===== config.mk =====
export PLATFORM = sky130hd
export DESIGN_NAME = lb_divergence_monitor_flat
export DESIGN_NICKNAME = d
export VERILOG_FILES = /design/src/rtl/lb_divergence_monitor_if.sv /design/src/rtl/lb_divergence_monitor.sv /design/src/flat_wrapper.sv
export SDC_FILE = /design/constraint.sdc
export NUM_CORES = 1
export LEC_CHECK = 0
export ABC_AREA = 1
export CAP_MARGIN = 20
export CORE_MARGIN = 4
export CORE_UTILIZATION = 34
export DETAILED_ROUTE_END_ITERATION = 16
export GPL_TIMING_DRIVEN = 0
export PLACE_DENSITY = 0.91
export SKIP_LAST_GASP = 1
export SLEW_MARGIN = 10
export SYNTH_ARGS = -nofsm -noshare
export SYNTH_HDL_FRONTEND = slang
export SYNTH_SLANG_ARGS = --single-unit

===== constraint.sdc =====
create_clock -name clk -period 2.1 [get_ports clk]
set_input_delay 0.21 -clock clk [delete_from_list [all_inputs] [get_ports clk]]
set_output_delay 0.21 -clock clk [all_outputs]
set_load 0.005 [all_outputs]

===== src/rtl/lb_divergence_monitor_if.sv =====
// Arm pulse plus the two load-buffer table copies compared by lb_divergence_monitor.
// The stimulus side drives through master; the monitor observes through slave.
interface lb_divergence_monitor_if;
    logic        arm;
    logic        lb_valid1;
    logic [31:0] lb_addr1;
    logic [31:0] lb_data1;
    logic        lb_valid2;
    logic [31:0] lb_addr2;
    logic [31:0] lb_data2;

    modport master (
        output arm,
        output lb_valid1,
        output lb_addr1,
        output lb_data1,
        output lb_valid2,
        output lb_addr2,
        output lb_data2
    );

    modport slave (
        input arm,
        input lb_valid1,
        input lb_addr1,
        input lb_data1,
        input lb_valid2,
        input lb_addr2,
        input lb_data2
    );
endinterface


===== src/rtl/lb_divergence_monitor.sv =====
// Watches two load-buffer table copies for a fixed window after arm and reports divergence.
// Optional macro LB_DATA_CHECK_EN also flags equal-address entries whose data differ.
module lb_divergence_monitor #(
    parameter int unsigned WINDOW = 14,
    parameter int unsigned CYC_W  = 8
) (
    input  logic                     clk,
    input  logic                     reset,
    lb_divergence_monitor_if.slave   lb,
    output logic [1:0]               state,
    output logic                     sticky_diverge,
    output logic [CYC_W-1:0]         first_div_cycle,
    output logic [7:0]               div_count,
    output logic                     verdict_valid,
    output logic                     verdict_pass
);

    typedef enum logic [1:0] {
        StIdle     = 2'd0,
        StObserve  = 2'd1,
        StDiverged = 2'd2,
        StDone     = 2'd3
    } state_e;

    localparam logic [CYC_W-1:0] LastCyc = CYC_W'(WINDOW - 1);

    state_e           state_q, state_d;
    logic [CYC_W-1:0] cyc_q, cyc_d;
    logic             sticky_q, sticky_d;
    logic [CYC_W-1:0] first_q, first_d;
    logic [7:0]       count_q, count_d;
    logic             vvalid_q, vvalid_d;
    logic             vpass_q, vpass_d;

    logic both_valid;
    logic mismatch;

    assign both_valid = lb.lb_valid1 & lb.lb_valid2;

`ifdef LB_DATA_CHECK_EN
    assign mismatch = (lb.lb_valid1 ^ lb.lb_valid2)
                    | (both_valid & (lb.lb_addr1 != lb.lb_addr2))
                    | (both_valid & (lb.lb_addr1 == lb.lb_addr2) & (lb.lb_data1 != lb.lb_data2));
`else
    logic unused_data;
    assign unused_data = ^{lb.lb_data1, lb.lb_data2};
    assign mismatch = (lb.lb_valid1 ^ lb.lb_valid2)
                    | (both_valid & (lb.lb_addr1 != lb.lb_addr2));
`endif

    always_comb begin
        state_d  = state_q;
        cyc_d    = cyc_q;
        sticky_d = sticky_q;
        first_d  = first_q;
        count_d  = count_q;
        vvalid_d = 1'b0;
        vpass_d  = vpass_q;

        unique case (state_q)
            StIdle, StDone: begin
                // Arm starts a fresh window; in DONE it also discards the held results.
                if (lb.arm) begin
                    state_d  = StObserve;
                    cyc_d    = '0;
                    sticky_d = 1'b0;
                    first_d  = '0;
                    count_d  = '0;
                    vpass_d  = 1'b0;
                end
            end
            StObserve, StDiverged: begin
                cyc_d = cyc_q + CYC_W'(1);
                if (mismatch) begin
                    sticky_d = 1'b1;
                    state_d  = StDiverged;
                    if (state_q == StObserve) begin
                        first_d = cyc_q;
                        count_d = 8'd1;
                    end else if (count_q != 8'hFF) begin
                        count_d = count_q + 8'd1;
                    end
                end
                // The closing cycle's own mismatch still counts against the verdict.
                if (cyc_q == LastCyc) begin
                    state_d  = StDone;
                    vvalid_d = 1'b1;
                    vpass_d  = ~(sticky_q | mismatch);
                end
            end
            default: state_d = StIdle;
        endcase
    end

    always_ff @(posedge clk) begin
        if (reset) begin
            state_q  <= StIdle;
            cyc_q    <= '0;
            sticky_q <= 1'b0;
            first_q  <= '0;
            count_q  <= '0;
            vvalid_q <= 1'b0;
            vpass_q  <= 1'b0;
        end else begin
            state_q  <= state_d;
            cyc_q    <= cyc_d;
            sticky_q <= sticky_d;
            first_q  <= first_d;
            count_q  <= count_d;
            vvalid_q <= vvalid_d;
            vpass_q  <= vpass_d;
        end
    end

    assign state           = state_q;
    assign sticky_diverge  = sticky_q;
    assign first_div_cycle = first_q;
    assign div_count       = count_q;
    assign verdict_valid   = vvalid_q;
    assign verdict_pass    = vpass_q;

endmodule

===== src/flat_wrapper.sv =====
// flat-port wrapper written by rule: the top's interface ports become plain ports
module lb_divergence_monitor_flat 
#(
    parameter int unsigned WINDOW = 14,
    parameter int unsigned CYC_W  = 8
)
  (clk, reset, state, sticky_diverge, first_div_cycle, div_count, verdict_valid, verdict_pass, lb_arm, lb_lb_valid1, lb_lb_addr1, lb_lb_data1, lb_lb_valid2, lb_lb_addr2, lb_lb_data2);
  lb_divergence_monitor_if lb_i ();
  input  logic clk;
  input  logic reset;
  output logic [1:0] state;
  output logic sticky_diverge;
  output logic [CYC_W-1:0] first_div_cycle;
  output logic [7:0] div_count;
  output logic verdict_valid;
  output logic verdict_pass;
  input wire logic [$bits(lb_i.arm)-1:0] lb_arm;
  input wire logic [$bits(lb_i.lb_valid1)-1:0] lb_lb_valid1;
  input wire logic [$bits(lb_i.lb_addr1)-1:0] lb_lb_addr1;
  input wire logic [$bits(lb_i.lb_data1)-1:0] lb_lb_data1;
  input wire logic [$bits(lb_i.lb_valid2)-1:0] lb_lb_valid2;
  input wire logic [$bits(lb_i.lb_addr2)-1:0] lb_lb_addr2;
  input wire logic [$bits(lb_i.lb_data2)-1:0] lb_lb_data2;
  assign lb_i.arm = lb_arm;
  assign lb_i.lb_valid1 = lb_lb_valid1;
  assign lb_i.lb_addr1 = lb_lb_addr1;
  assign lb_i.lb_data1 = lb_lb_data1;
  assign lb_i.lb_valid2 = lb_lb_valid2;
  assign lb_i.lb_addr2 = lb_lb_addr2;
  assign lb_i.lb_data2 = lb_lb_data2;
  lb_divergence_monitor #(.WINDOW(WINDOW), .CYC_W(CYC_W)) u_core (.clk(clk), .reset(reset), .lb(lb_i), .state(state), .sticky_diverge(sticky_diverge), .first_div_cycle(first_div_cycle), .div_count(div_count), .verdict_valid(verdict_valid), .verdict_pass(verdict_pass));
endmodule

==> metrics.md, run 1 <==
| Metric | Value |
|---|---|
| Status | complete, no violations |
| Number of distinct library cells after synthesis | 28 |
| Worst hold start | u_core.first_div_cycle[1] |
| CP startpoint kind | flop |
| Dpl hpwl | 4.693 mm |
| CP Launch Point | u_core.state[0] |
| Pin count of the biggest net entering global routing | 11 |
| Leak | 0.001301 µW |
| Max-Cap Viols | 0 |
| Mapped cell area | 2039 µm² |
| CP Data Arrival Time | 2160 ps |
| Total wire length | 5.849 mm |
| First-pass GRT wire length | 9.722 mm |
| Avg Inst Size Synth | 6.256 µm² |
| Clock sink count | 29 |
| Hold-fix buffers, CTS | 0 |
| Post-layout util | 55.14% |
| FFs w/ async S/R, synth | 0% |
| Root buf cell | clkbuf_8 |
| Port Buffer Count | 89 |
| Clock slew seen by the registers of the worst setup and hold paths | 70 ps |
| 1st-iter DRT viols | 95 |
| Detail Route Antenna Nets | 0 |
| Placed cells | 487 |
| Total grt overflow | 0 |
| Die height | 85.45 µm |
| GR Util All Layers | 16.38% |
| Synth warnings | 0 |
| Layout Cells excl Fill | 495 |
| Core area | 5675 µm² |
| DIE WIDTH | 85.45 µm |
| Crit. End Element | flop |
| Die Footprint | 7302 µm² |
| Syn Nets | 465 |
| Setup CP Type | flop to flop |
| Final nets | 561 |
| Worst-Margin Slew | 523.1 ps |
| Number of global-route vias before repair | 2,285 |
| Max-slew headroom | 65.13% |
| CP most frequent cell | nand2_1 |
| Top delay family on crit path | buffers and inverters |
| Number of synthesized register bits | 29 |
| Routed wire length per instance | 11.82 µm |
| Drt first pass iters | 4 |
| RSZ-0062 raised after global routing | false |
| Crit-path slowest cell | clkbuf_1 |
| Vias/cell | 4.713 |
| Post-synthesis cell count | 326 |
| Maximum VDD drop | 569.0 µV |
| Fillers | 533 |
| Share of layout cells above drive strength 1 | 5.437% |
| Clock Tree Buf Depth | 2 |
| Top FF cell, synth | dfxtp_1 |
| Fin crit share | 91.95% |
| Clk Latency, worst-skew pair | 290 ps |
| FP Rows | 27 |
| Max-slew violations | 0 |
| Seq/Total Area, Yosys | 28.47% |
| Min cycle time layout | 1931 ps |
| Final Skew | 3.079 ps |
| Diodes inserted | 0 |
| Crit path max fanout | 10 |
| Crit-path cells | inv_1 -> ha_1 -> buf_4 -> inv_2 -> clkbuf_1 -> nand2_1 -> nand4_1 -> nand2_1 -> nor2_1 |
| Top-Level Pins | 154 |
| CP max stage delay | 410 ps |
| WP data required | 2320 ps |
| Initial antenna violation count | 0 |
| # Post-CTS Setup Buffers | 0 |
| Fin. Hold Viols | 0 |
| HP Class | flop to flop |
| Achievable clock frequency | 517.9 MHz |
| CTS tree | yes |
| PD cells | 966.9 nW/µm² |
| Worst Path Buf+Inv | 4 |
| Starting Density | 35.93% |
| DRC viols | 0 |
| P&R area growth vs syn | 53.44% |
| Post-synth EDFFs | 0 |
| H-tree Lvls | 2 |
| Via count | 2,333 |
| RR Startpoint | u_core.state[0] |
| Setup-failing EPs final | 0 |
| Placer's final routability congestion estimate | 0.8478 |
| CTS Buf Count | 5 |
[layer usage]
layer / vias to the layer above / share of wire [%] / track usage (%)
li1: 1211 / - / -
met5: - / 0 / 0
met2: 77 / 52 / 29.59
met3: 16 / 6.6 / 3.786
met4: 0 / 2.3 / 7.194
met1: 1029 / 40 / 18.13
[Yosys cell counts (3+ instances only)]
library cell	n	share of area, %
nand2_1	99	18
inv_1	50	9.2
nor2_1	39	7.2
dfxtp_1	29	28
xnor2_1	23	9.9
a21oi_1	22	5.4
nand3_1	10	2.5
nand4_1	10	3.1
o21ai_0	7	1.7
ha_1	6	3.7
nor3_1	5	1.2
clkbuf_1	3	0.55
inv_2	3	0.55
nor4_1	3	0.92
[cells in the final DEF, fill, tap and decap left out, types with 3 or more instances in the layout]
master and count:
nor3_1 5, inv_1 50, o21ai_0 7, nand3_1 10
clkbuf_8 7, dfxtp_1 29, a21oi_1 22, xnor2_1 23
ha_1 6, nor2_1 38, clkbuf_1 3, clkdlybuf4s50_1 89
nand2_1 99, inv_2 3, nor4_1 3, nand4_1 10
[final timing paths]
check | end | slack [ps] | cells after the start
worst max-delay path | u_core.first_div_cycle[4] | 170 | 9
worst min-delay path | u_core.first_div_cycle[1] | 470 | 2
worst max register to register | u_core.first_div_cycle[4] | 170 | 9
worst min register to register | u_core.first_div_cycle[1] | 470 | 2
[power breakdown]
part	switching, µW	leakage, µW	internal, µW
sequential	138	0.000237	708
clock	221	0.0000542	296
combinational	897	0.00101	766
[repair_timing]
| action | CTS | global route |
|---|---|---|
| setup endpoints to repair | 7 | 10 |
| resized for setup | 1 | 1 |
| gates cloned | 0 | 0 |
[tightest hold or removal path, cell delays in order, from the launching register on]
cell and delay, ps:
dfxtp_1 310, nand2_1 60, a21oi_1 50
[cell type report]
class / instances / area, µm² / share of cell area [%]
sequential: 29 / 580.6 / 18.55
tap: 72 / 90.09 / 2.879
buffer: 8 / 53.80 / 1.719
timing repair buffer: 89 / 890.9 / 28.47
clock buffer: 7 / 96.34 / 3.079
multi-input combinational: 236 / 1214 / 38.78
clock inverter: 1 / 5.005 / 0.1599
inverter: 53 / 198.9 / 6.357
[stage by stage]
stage / power [µW] / hold slack (ps) / setup TNS, ps / instance area [µm²] / setup WS [ps]
global route: 3289 / 483.2 / 0 / 3129 / 13.28
detailed placement: 2475 / 457.5 / -53.74 / 3020 / -27.40
finish: 3026 / 467.6 / 0 / 3129 / 169.0
global placement: 2416 / 456.2 / -9.803 / 3020 / -7.883
CTS: 3021 / 466.9 / 0 / 3124 / 132.6
floorplan: 1819 / 288.7 / 0 / 2039 / 313.6
[state kept, by name (all words and copies together) (netlist names)]
signal / count
u_core.cyc_q: 8
u_core.div_count: 8
u_core.first_div_cycle: 8
u_core.state: 2
u_core.sticky_diverge: 1
u_core.verdict_pass: 1
u_core.verdict_valid: 1
[kinds of logic (layout without fill, tap and decap cells)]
kind of cell	Yosys count	after routing	synth area share, %
adders and majority gates	6	6	3.681
and+or+nand+nor	173	173	36.32
DFF	29	29	28.47
buffers and inverters	61	158	12.39
AOI/OAI and AO/OA	34	34	9.264
xor gates and xnor gates	23	23	9.877
Power figures use the tool's default switching activity.
==> run 2: changes to the inputs <==
- GPL_TIMING_DRIVEN: 0 -> not set
==> run 2 against run 1 <==
  * Final area rose by 0.12%
  * Wire length barely moved
  * Clock power is 2% lower
  * Hold slack improved by 2.3 ps
  * Total power rose by 0.34%
  * First-iteration DRC count rose by 4.2%
==> metrics.md, run 2 (same netlist as run 1, synthesis figures left out) <==
| Metric | Value |
|---|---|
| Status | complete, no violations |
| Placer's final routability congestion estimate | 0.8286 |
| Post-route cell area | 3133 µm² |
| Most frequent cells in the layout | 99 x nand2_1, 89 x clkdlybuf4s50_1, 50 x inv_1 |
| GR Util All Layers | 16.67% |
| CTS tree | yes |
| Total grt overflow | 0 |
| Crit. End Element | flop |
| Min cycle time layout | 1848 ps |
| Number of global-route vias before repair | 2,364 |
| Setup CP Type | flop to flop |
| CP max stage delay | 400 ps |
| Die height | 85.45 µm |
| P&R area growth vs syn | 53.62% |
| Final nets | 560 |
| CP Data Arrival Time | 2030 ps |
| HP Class | flop to flop |
| 1st-iter DRT viols | 99 |
| Leak | 0.001309 µW |
| Max-Cap Viols | 0 |
| Worst-Margin Slew | 530.8 ps |
| Starting Density | 35.93% |
| CTS Buf Count | 5 |
| Top-Level Pins | 154 |
| Routed wire length per instance | 11.85 µm |
| Achievable clock frequency | 541.2 MHz |
| Cts repair resizes | 0 |
| Hold Slack | 469.8 ps |
| Port Buffer Count | 89 |
| First-pass GRT wire length | 9.963 mm |
| Dpl cell area | 3032 µm² |
| Setup TNS | 0 ps |
| Crit path max fanout | 12 |
| RSZ-0062 raised after global routing | false |
| CP startpoint kind | flop |
| Share of layout cells above drive strength 1 | 5.687% |
| Via count | 2,334 |
| Place WS | 24.31 ps |
| Dpl hpwl | 4.766 mm |
| Root buf cell | clkbuf_8 |
| Fin. Hold Viols | 0 |
| Fillers | 518 |
| # Post-CTS Setup Buffers | 0 |
| Most common cell after layout, fill and taps aside | nand2_1 |
| Detail Route Antenna Nets | 0 |
| FF-to-FF path depth | 8 |
| WHS Path Cells | 2 |
| Final setup margin | 252.3 ps |
| PD cells | 969.0 nW/µm² |
| Max-slew violations | 0 |
| Final Skew | 2.131 ps |
| Clock sink count | 29 |
| Clk Latency, worst-skew pair | 280 ps |
| Area used by multi-input combinational logic | 1206 µm² |
| DIE WIDTH | 85.45 µm |
| Core area | 5675 µm² |
| FP Rows | 27 |
| Clock Tree Buf Depth | 2 |
| WP data required | 2280 ps |
| Drt first pass iters | 4 |
| Die Footprint | 7302 µm² |
| Hold-fix buffers, CTS | 0 |
| H-tree Lvls | 2 |
| Sequential cell area | 580.6 µm² |
| Initial antenna violation count | 0 |
| Clock slew seen by the registers of the worst setup and hold paths | 60 ps |
| Vias/cell | 4.725 |
| Maximum VDD drop | 629.3 µV |
| Pin count of the biggest net entering global routing | 17 |
| Fin crit share | 87.99% |
| Max-slew headroom | 64.58% |
| Total wire length | 5.852 mm |
| Crit-path slowest cell | dfxtp_1 |
| DRC viols | 0 |
| Crit-path cells | inv_1 -> ha_1 -> nor2_1 -> nand3_2 -> nand3_2 -> nand2_1 -> nand2_1 -> nor2_1 |
| Setup-failing EPs final | 0 |
| Diodes inserted | 0 |
run 2: metal layers:
layer  track usage, %  share of wire, %
met1            17.22                39
met2            32.06                53
met4            5.612               2.0
met3            4.369               6.5
met5                0                 0
run 2: report_power, final:
group          internal [µW]  total (µW)  switching, µW
logic                    807        1680            869
registers                708         853            145
clock network            296         507            211
total                   1810        3040           1230
run 2: layout make-up:
cell class	instances	area share, %
Sequential cell	29	18.53
Inverter	53	6.350
Timing Repair Buffer	96	30.51
Multi-Input combinational cell	236	38.50
Tap cell	72	2.875
Clock buffer	7	3.075
Clock inverter	1	0.1597
run 2: worst max-delay path: cells and delay by family (launching register included):
| kind | cells | cell delay, ps |
|---|---|---|
| flip-flops | 1 | 400 |
| adder cells (fa/ha/maj) | 1 | 360 |
| AND/OR/NAND/NOR | 6 | 940 |
| buffers and inverters | 1 | 60 |
run 2: metrics by stage:
| step | instances | util, % | power [µW] |
|---|---|---|---|
| after floorplan | 326 | - | 1819 |
| after global placement | 486 | 53.42 | 2449 |
| after detailed placement | 486 | 53.42 | 2517 |
| after CTS | 494 | 55.20 | 3045 |
| after global routing | 494 | 55.20 | 3300 |
| final | 494 | 55.20 | 3036 |
run 2: worst paths after layout:
path	from	to	slack [ps]
worst max-delay path	u_core.state[0]	u_core.div_count[3]	250
worst min-delay path	u_core.first_div_cycle[7]	u_core.first_div_cycle[7]	470
worst max register to register	u_core.state[0]	u_core.div_count[3]	250
worst min register to register	u_core.first_div_cycle[7]	u_core.first_div_cycle[7]	470
